## src/rtl/serial_adder.sv

```systemverilog
// rtl/serial_adder.sv - bit-serial unsigned adder, LSB first, one result bit per clock
//
// Purpose:
//   Adds two WIDTH-bit unsigned operands plus a carry-in, using a single full-adder
//   cell over WIDTH clock cycles. The operands, the carry and the result are held in
//   shift registers. The result stays on sum/cout until the next operation is accepted.
//
// Ports:
//   clk    in   1      rising-edge clock for all state
//   rst_n  in   1      asynchronous active-low reset
//   start  in   1      begin an addition; accepted only while busy=0 (IDLE or DONE)
//   a      in   WIDTH  operand A, captured on the accepting edge
//   b      in   WIDTH  operand B, captured on the accepting edge
//   cin    in   1      carry-in, captured on the accepting edge
//   busy   out  1      high while bits are being processed (SHIFT state)
//   done   out  1      one-cycle pulse, result on sum/cout is complete
//   sum    out  WIDTH  (a + b + cin) mod 2^WIDTH
//   cout   out  1      carry out of bit WIDTH-1

module serial_adder #(
  parameter int WIDTH = 8
) (
  input  logic             clk,
  input  logic             rst_n,
  input  logic             start,
  input  logic [WIDTH-1:0] a,
  input  logic [WIDTH-1:0] b,
  input  logic             cin,
  output logic             busy,
  output logic             done,
  output logic [WIDTH-1:0] sum,
  output logic             cout
);

  // One extra counter bit, so that the count reaching WIDTH on the final
  // increment cannot wrap.
  localparam int            CW   = $clog2(WIDTH) + 1;
  localparam logic [CW-1:0] LAST = CW'(WIDTH - 1);

  typedef enum logic [1:0] {
    IDLE  = 2'd0,
    SHIFT = 2'd1,
    DONE  = 2'd2
  } state_t;

  state_t           state;
  logic [WIDTH-1:0] a_reg;
  logic [WIDTH-1:0] b_reg;
  logic             carry;
  logic [CW-1:0]    cnt;

  // Full-adder cell working on the current LSBs.
  logic bit_s;
  logic bit_c;

  assign bit_s = a_reg[0] ^ b_reg[0] ^ carry;
  assign bit_c = (a_reg[0] & b_reg[0]) | (carry & (a_reg[0] ^ b_reg[0]));

  // busy and done are registered. Each is set from the state being entered,
  // so busy is high exactly in SHIFT and done is high exactly in DONE.
  always_ff @(posedge clk or negedge rst_n) begin
    if (!rst_n) begin
      state <= IDLE;
      busy  <= 1'b0;
      done  <= 1'b0;
      sum   <= '0;
      cout  <= 1'b0;
      a_reg <= '0;
      b_reg <= '0;
      carry <= 1'b0;
      cnt   <= '0;
    end else begin
      case (state)
        IDLE, DONE: begin
          if (start) begin
            // sum and cout keep the previous result until the shifting overwrites them.
            a_reg <= a;
            b_reg <= b;
            carry <= cin;
            cnt   <= '0;
            state <= SHIFT;
            busy  <= 1'b1;
            done  <= 1'b0;
          end else begin
            state <= IDLE;
            busy  <= 1'b0;
            done  <= 1'b0;
          end
        end

        SHIFT: begin
          // start is deliberately not examined here.
          a_reg <= a_reg >> 1;
          b_reg <= b_reg >> 1;
          sum   <= {bit_s, sum[WIDTH-1:1]};
          carry <= bit_c;
          cnt   <= cnt + CW'(1);
          if (cnt == LAST) begin
            cout  <= bit_c;
            state <= DONE;
            busy  <= 1'b0;
            done  <= 1'b1;
          end
        end

        default: begin
          state <= IDLE;
          busy  <= 1'b0;
          done  <= 1'b0;
        end
      endcase
    end
  end

endmodule

```

## config.mk

```make
export PLATFORM = sky130hd
export DESIGN_NAME = serial_adder
export DESIGN_NICKNAME = d
export VERILOG_FILES = /design/src/rtl/serial_adder.sv
export SDC_FILE = /design/constraint.sdc
export NUM_CORES = 1
export LEC_CHECK = 0
export ABC_AREA = 0
export ABC_CLOCK_PERIOD_IN_PS = 2500
export BUFFER_PORTS_ARGS = -buffer_cell sky130_fd_sc_hd__buf_2
export CORE_MARGIN = 2
export CORE_UTILIZATION = 56
export CTS_CLUSTER_DIAMETER = 80
export DETAILED_ROUTE_END_ITERATION = 16
export GPL_TIMING_DRIVEN = 0
export PLACE_DENSITY = 0.81
export SYNTH_ARGS = -nofsm -noshare
export SYNTH_HDL_FRONTEND = slang
export SYNTH_SLANG_ARGS = --single-unit
```

## constraint.sdc

```tcl
create_clock -name clk -period 2.5 [get_ports clk]
set_input_delay 0.5 -clock clk [delete_from_list [all_inputs] [get_ports clk]]
set_output_delay 0.5 -clock clk [all_outputs]
set_load 0.02 [all_outputs]
```

# Word-level counts from Yosys, hierarchy flattened
# Cells that the tools add are included.
# op_classes
n_addsub,1
eq_ne,5
n_mux,16
bitwise_logic,5
n_reduce_logical,5
# ops
operator,n
case mux 8 bit (2 select lines),2
2-to-1 mux 8 bit,2
case mux 4 bit (2 select lines),1
2-to-1 mux 1 bit,6
adder 4 x 1 -> 4 bit (second input constant),1
== test 4 x 3 -> 1 bit (second input constant),1
2-to-1 mux 4 bit,1
!= test 2 bit (second input constant),2
case mux 1 bit (2 select lines),2
case mux 2 bit (2 select lines),1
AND reduction 2 bit,2
AND 1 bit,2
== test 2 x 1 -> 1 bit (second input constant),1
== test 2 bit (second input constant),1
logical NOT 2 bit,1
2-to-1 mux 2 bit,1
nonzero test 2 bit,1
OR reduction 2 bit,1
bitwise XOR 1 bit,2
OR 1 bit,1
# word_totals
register_bits,34
out_inout_bits,11
elab_cells,41

# Depth between registers and ports, before layout
# depth
word_depth,4
mapped_depth,5
ltp_nobuf,4

# Worst setup path before layout
# OpenSTA, ideal clock, no wires.
# synth_timing
kind,register to register
startpoint,register state[1]
endpoint,register sum[0]
setup_time_ns,0.125
t_arrival_ns,1.288
t_required_ns,2.375
path_slack_ns,1.087
path_stages_with_launch,4
path_buffers,1
synth_period_minus_slack_ns,1.413
cell_sequence,dfrtp_1 and2b_4 buf_2 mux2_2
# synth_between
elab_chain_len,1
# synth_rtl
element,line_no,rtl
start: declaration,46,state_t state;
start signal: assignment,63,state <= IDLE;
start signal: assignment,81,state <= SHIFT;
start signal: assignment,85,state <= IDLE;
== test 2 x 1 -> 1 bit,73,case (state)
end signal: assignment,95,"sum <= {bit_s, sum[WIDTH-1:1]};"
end: declaration,31,"output logic [WIDTH-1:0] sum,"
# No other way between the ends.
# A chain may end at the register's enable or synchronous reset.

# Worst setup path in the final report
# layout_timing
startpoint,register cnt[0]
endpoint,register cout
# layout_between
elab_chain_len,2
# layout_rtl
element,line_no,rtl
start: declaration,50,logic [CW-1:0] cnt;
start signal: assignment,97,cnt <= cnt + CW'(1);
== test 4 x 3 -> 1 bit,98,if (cnt == LAST) begin
AND reduction 2 bit (no line),-,
end signal: assignment,99,cout <= bit_c;
end: declaration,32,output logic cout
# No other way between the ends.

==> out/metrics.yaml <==
timing:
  fmax_ghz: 0.685
  worst_slew_pin_slew_ns: 0.717
  finClkSkew_ns: 0.00787
  tns_ns: 0
  fin_crit_sh: 0.584
  setup_viol: 0
  slew_headroom: 0.522
  report.final.slew_viol_count: 0
  layout_min_cycle_time_ns: 1.46
  hold_viol: 0
  rsz0062_at_grt: "false"
worst_setup_path:
  r2r_setup_slack_ns: 1.04
  r2r_start: "cnt[0]"
  end_kind: "register"
  required_ns: 2.73
  ff2ff_path_depth: 4
  worst_path_max_delay_cell: "dfrtp_1"
  critPathLaunchType: "register"
  crit_type: "register to register"
  crit_arrival_ns: 1.69
  crit_path_max_fanout: 3
  max_stage_delay_ns: 0.39
  r2r-end: "cout"
  crit_chain: "ha_1 > nand3b_1 > nor3b_2 > mux2_2"
detailed_routing:
  wl_per_cell_um: 16.0
  antenna_left: 0
  routed_wl_um: 2660
  first_pass_iters: 4
  via_count: 955
  drt_iter0_markers: 10
  via_per_inst: 5.75
  drcViolationCount: 0
power:
  p_leak_nw: 0.909
  power_mw: 2.24
  p_per_area_mw_per_mm2: 1370
  ir_worst_vdd_mv: 0.902
layout:
  seq_area_um2: 826
  fillers: 181
  design_area_mm2: 0.00164
  multi_input_area_um2: 528
  finalNonFillerCells: 166
  num-nets-final: 158
  drive_gt1_frac: 0.412
  syn_to_final_growth_pct: 17.4
  num_antenna_cells: 0
status:
  status: "finished, final reports clean"
die:
  die_width_um: 54.0
  start_util: 0.580
  die-area_mm2: 0.00291
  num_rows: 18
  core_mm2: 0.00241
  boundaryPins: 31
  dieHeight_um: 54.0
worst_hold_path:
  hp-class: "primary input to asynchronous set/reset pin"
yosys:
  syn_nets: 121
  synth_cells: 99
  netlist-cell-type-count: 20
  synth-seq-cells: 33
  synth_area_mm2: 0.00140
  yosysWarnings: 0
  ys_seq_area_frac: 0.591
  synth.avg_cell_area_um2: 14.1
placement:
  dp.cells: 159
  portBuffers: 30
  hpwl_um: 1890
  gp_congestion: 0.717
  post_dp_cell_area_mm2: 0.00159
grt:
  grt_max_degree: 34
  grt_usage: 0.209
  grt_pass1_vias: 890
  grt_pass1_wl_um: 4080
  grt_overflow: 0
  antenna_found_initial: 0
cts:
  cts_tree: "built"
  holdBufCountCts: 0
  cts_made_buffers: 5
  cts_setup_buffers: 0
  cts_sinks: 33
  root_buffer: "clkbuf_4"
  postCtsResizedCells: 0
  worstSkewPairLatency_ns: 0.33
  clkSlewWorstSetupHoldPaths_ns: 0.09
  cts_max_path_buffers: 2
  h-tree-depth: 2
job:
  drv_cap: 0
[cells by family (layout without fill, tap and decap cells)]
group                      count (synthesis)  count (layout)  share of synthesized area
AOI/OAI and AO/OA                         36              36                      0.211
xor gates and xnor gates                   1               1                    0.00627
adders and majority gates                  2               2                     0.0233
buffers and inverters                      7              44                     0.0313
DFF                                       33              33                      0.591
muxes                                     11              11                     0.0868
and+or+nand+nor                            9               9                     0.0501
[layer usage]
metal | wire, um | GRT usage | part of all wire | vias up
li1 | - | - | - | 443
met1 | 1160 | 0.263 | 0.43 | 472
met2 | 1300 | 0.321 | 0.49 | 34
met3 | 160 | 0.0750 | 0.060 | 6
met4 | 42 | 0.103 | 0.016 | 0
met5 | 0 | 0 | 0 | -
[worst max-delay path: cells and delay by family (launching register included)]
| kind | cells | cell delay (ns) |
|---|---|---|
| multiplexers | 1 | 0.36 |
| AND/OR/NAND/NOR | 2 | 0.39 |
| flip-flops | 1 | 0.39 |
| adder cells (fa/ha/maj) | 1 | 0.21 |
[report_power, final]
group	internal, mW	switching [mW]	leakage [nW]
combinational	0.516	0.491	0.466
clock	0.133	0.161	0.0314
sequential	0.784	0.158	0.411
total	1.43	0.810	0.909
[per-stage QoR]
step                hold WS, ns  setup slack, ns   util
floorplan                 0.204             1.09      -
global placement          0.455            0.950  0.658
detailed placement        0.467            0.911  0.658
CTS                       0.218             1.02  0.681
global route              0.251            0.955  0.681
finish                    0.207             1.04  0.681
[cell type report]
cell class,instances,share of cell area
plain buffers,7,0.0267
clock buffers,7,0.0336
multi-input cells,59,0.322
flip-flops and latches,33,0.503
well taps,30,0.0229
repair buffers,30,0.0915
[worst max-delay path by stage]
stage                  start       end  slack [ns]  cells past startpoint
global placement       start  a_reg[0]        0.95                      6
global route          cnt[0]      cout        0.95                      4
detailed placement     start  a_reg[4]        0.91                      6
floorplan           state[1]    sum[0]        1.09                      3
finish                cnt[0]      cout        1.04                      4
CTS                   cnt[0]      cout        1.02                      4
[cells in the mapped netlist]
cell type  number  area share
dfrtp_1        33        0.59
ha_1            1      0.0090
mux2_2          9       0.073
nand4_1         1      0.0045
nor3b_2         1      0.0090
a21o_1         16       0.086
fa_1            1       0.014
nor2_1          1      0.0027
buf_4           1      0.0054
a22o_1         19        0.12
mux2i_1         2       0.014
nor2_4          1      0.0081
nor2b_1         2      0.0090
a31o_2          1      0.0063
buf_6           1      0.0081
nand3b_1        1      0.0054
buf_2           5       0.018
and2b_4         1      0.0072
xnor2_1         1      0.0063
nand2b_1        1      0.0045
[placed cells by master, fill, tap and decap left out]
cell type	synthesis	layout
nor2_4	1	1
clkbuf_1	0	1
buf_6	1	1
nor2b_1	2	2
nand2b_1	1	1
xnor2_1	1	1
a31o_2	1	1
mux2i_1	2	2
nand3b_1	1	1
clkbuf_4	0	5
nand4_1	1	1
a21o_1	16	16
buf_4	1	1
mux2_2	9	9
fa_1	1	1
buf_2	5	35
a22o_1	19	19
clkbuf_8	0	1
and2b_4	1	1
nor2_1	1	1
ha_1	1	1
dfrtp_1	33	33
nor3b_2	1	1
Power figures use the tool's default switching activity.
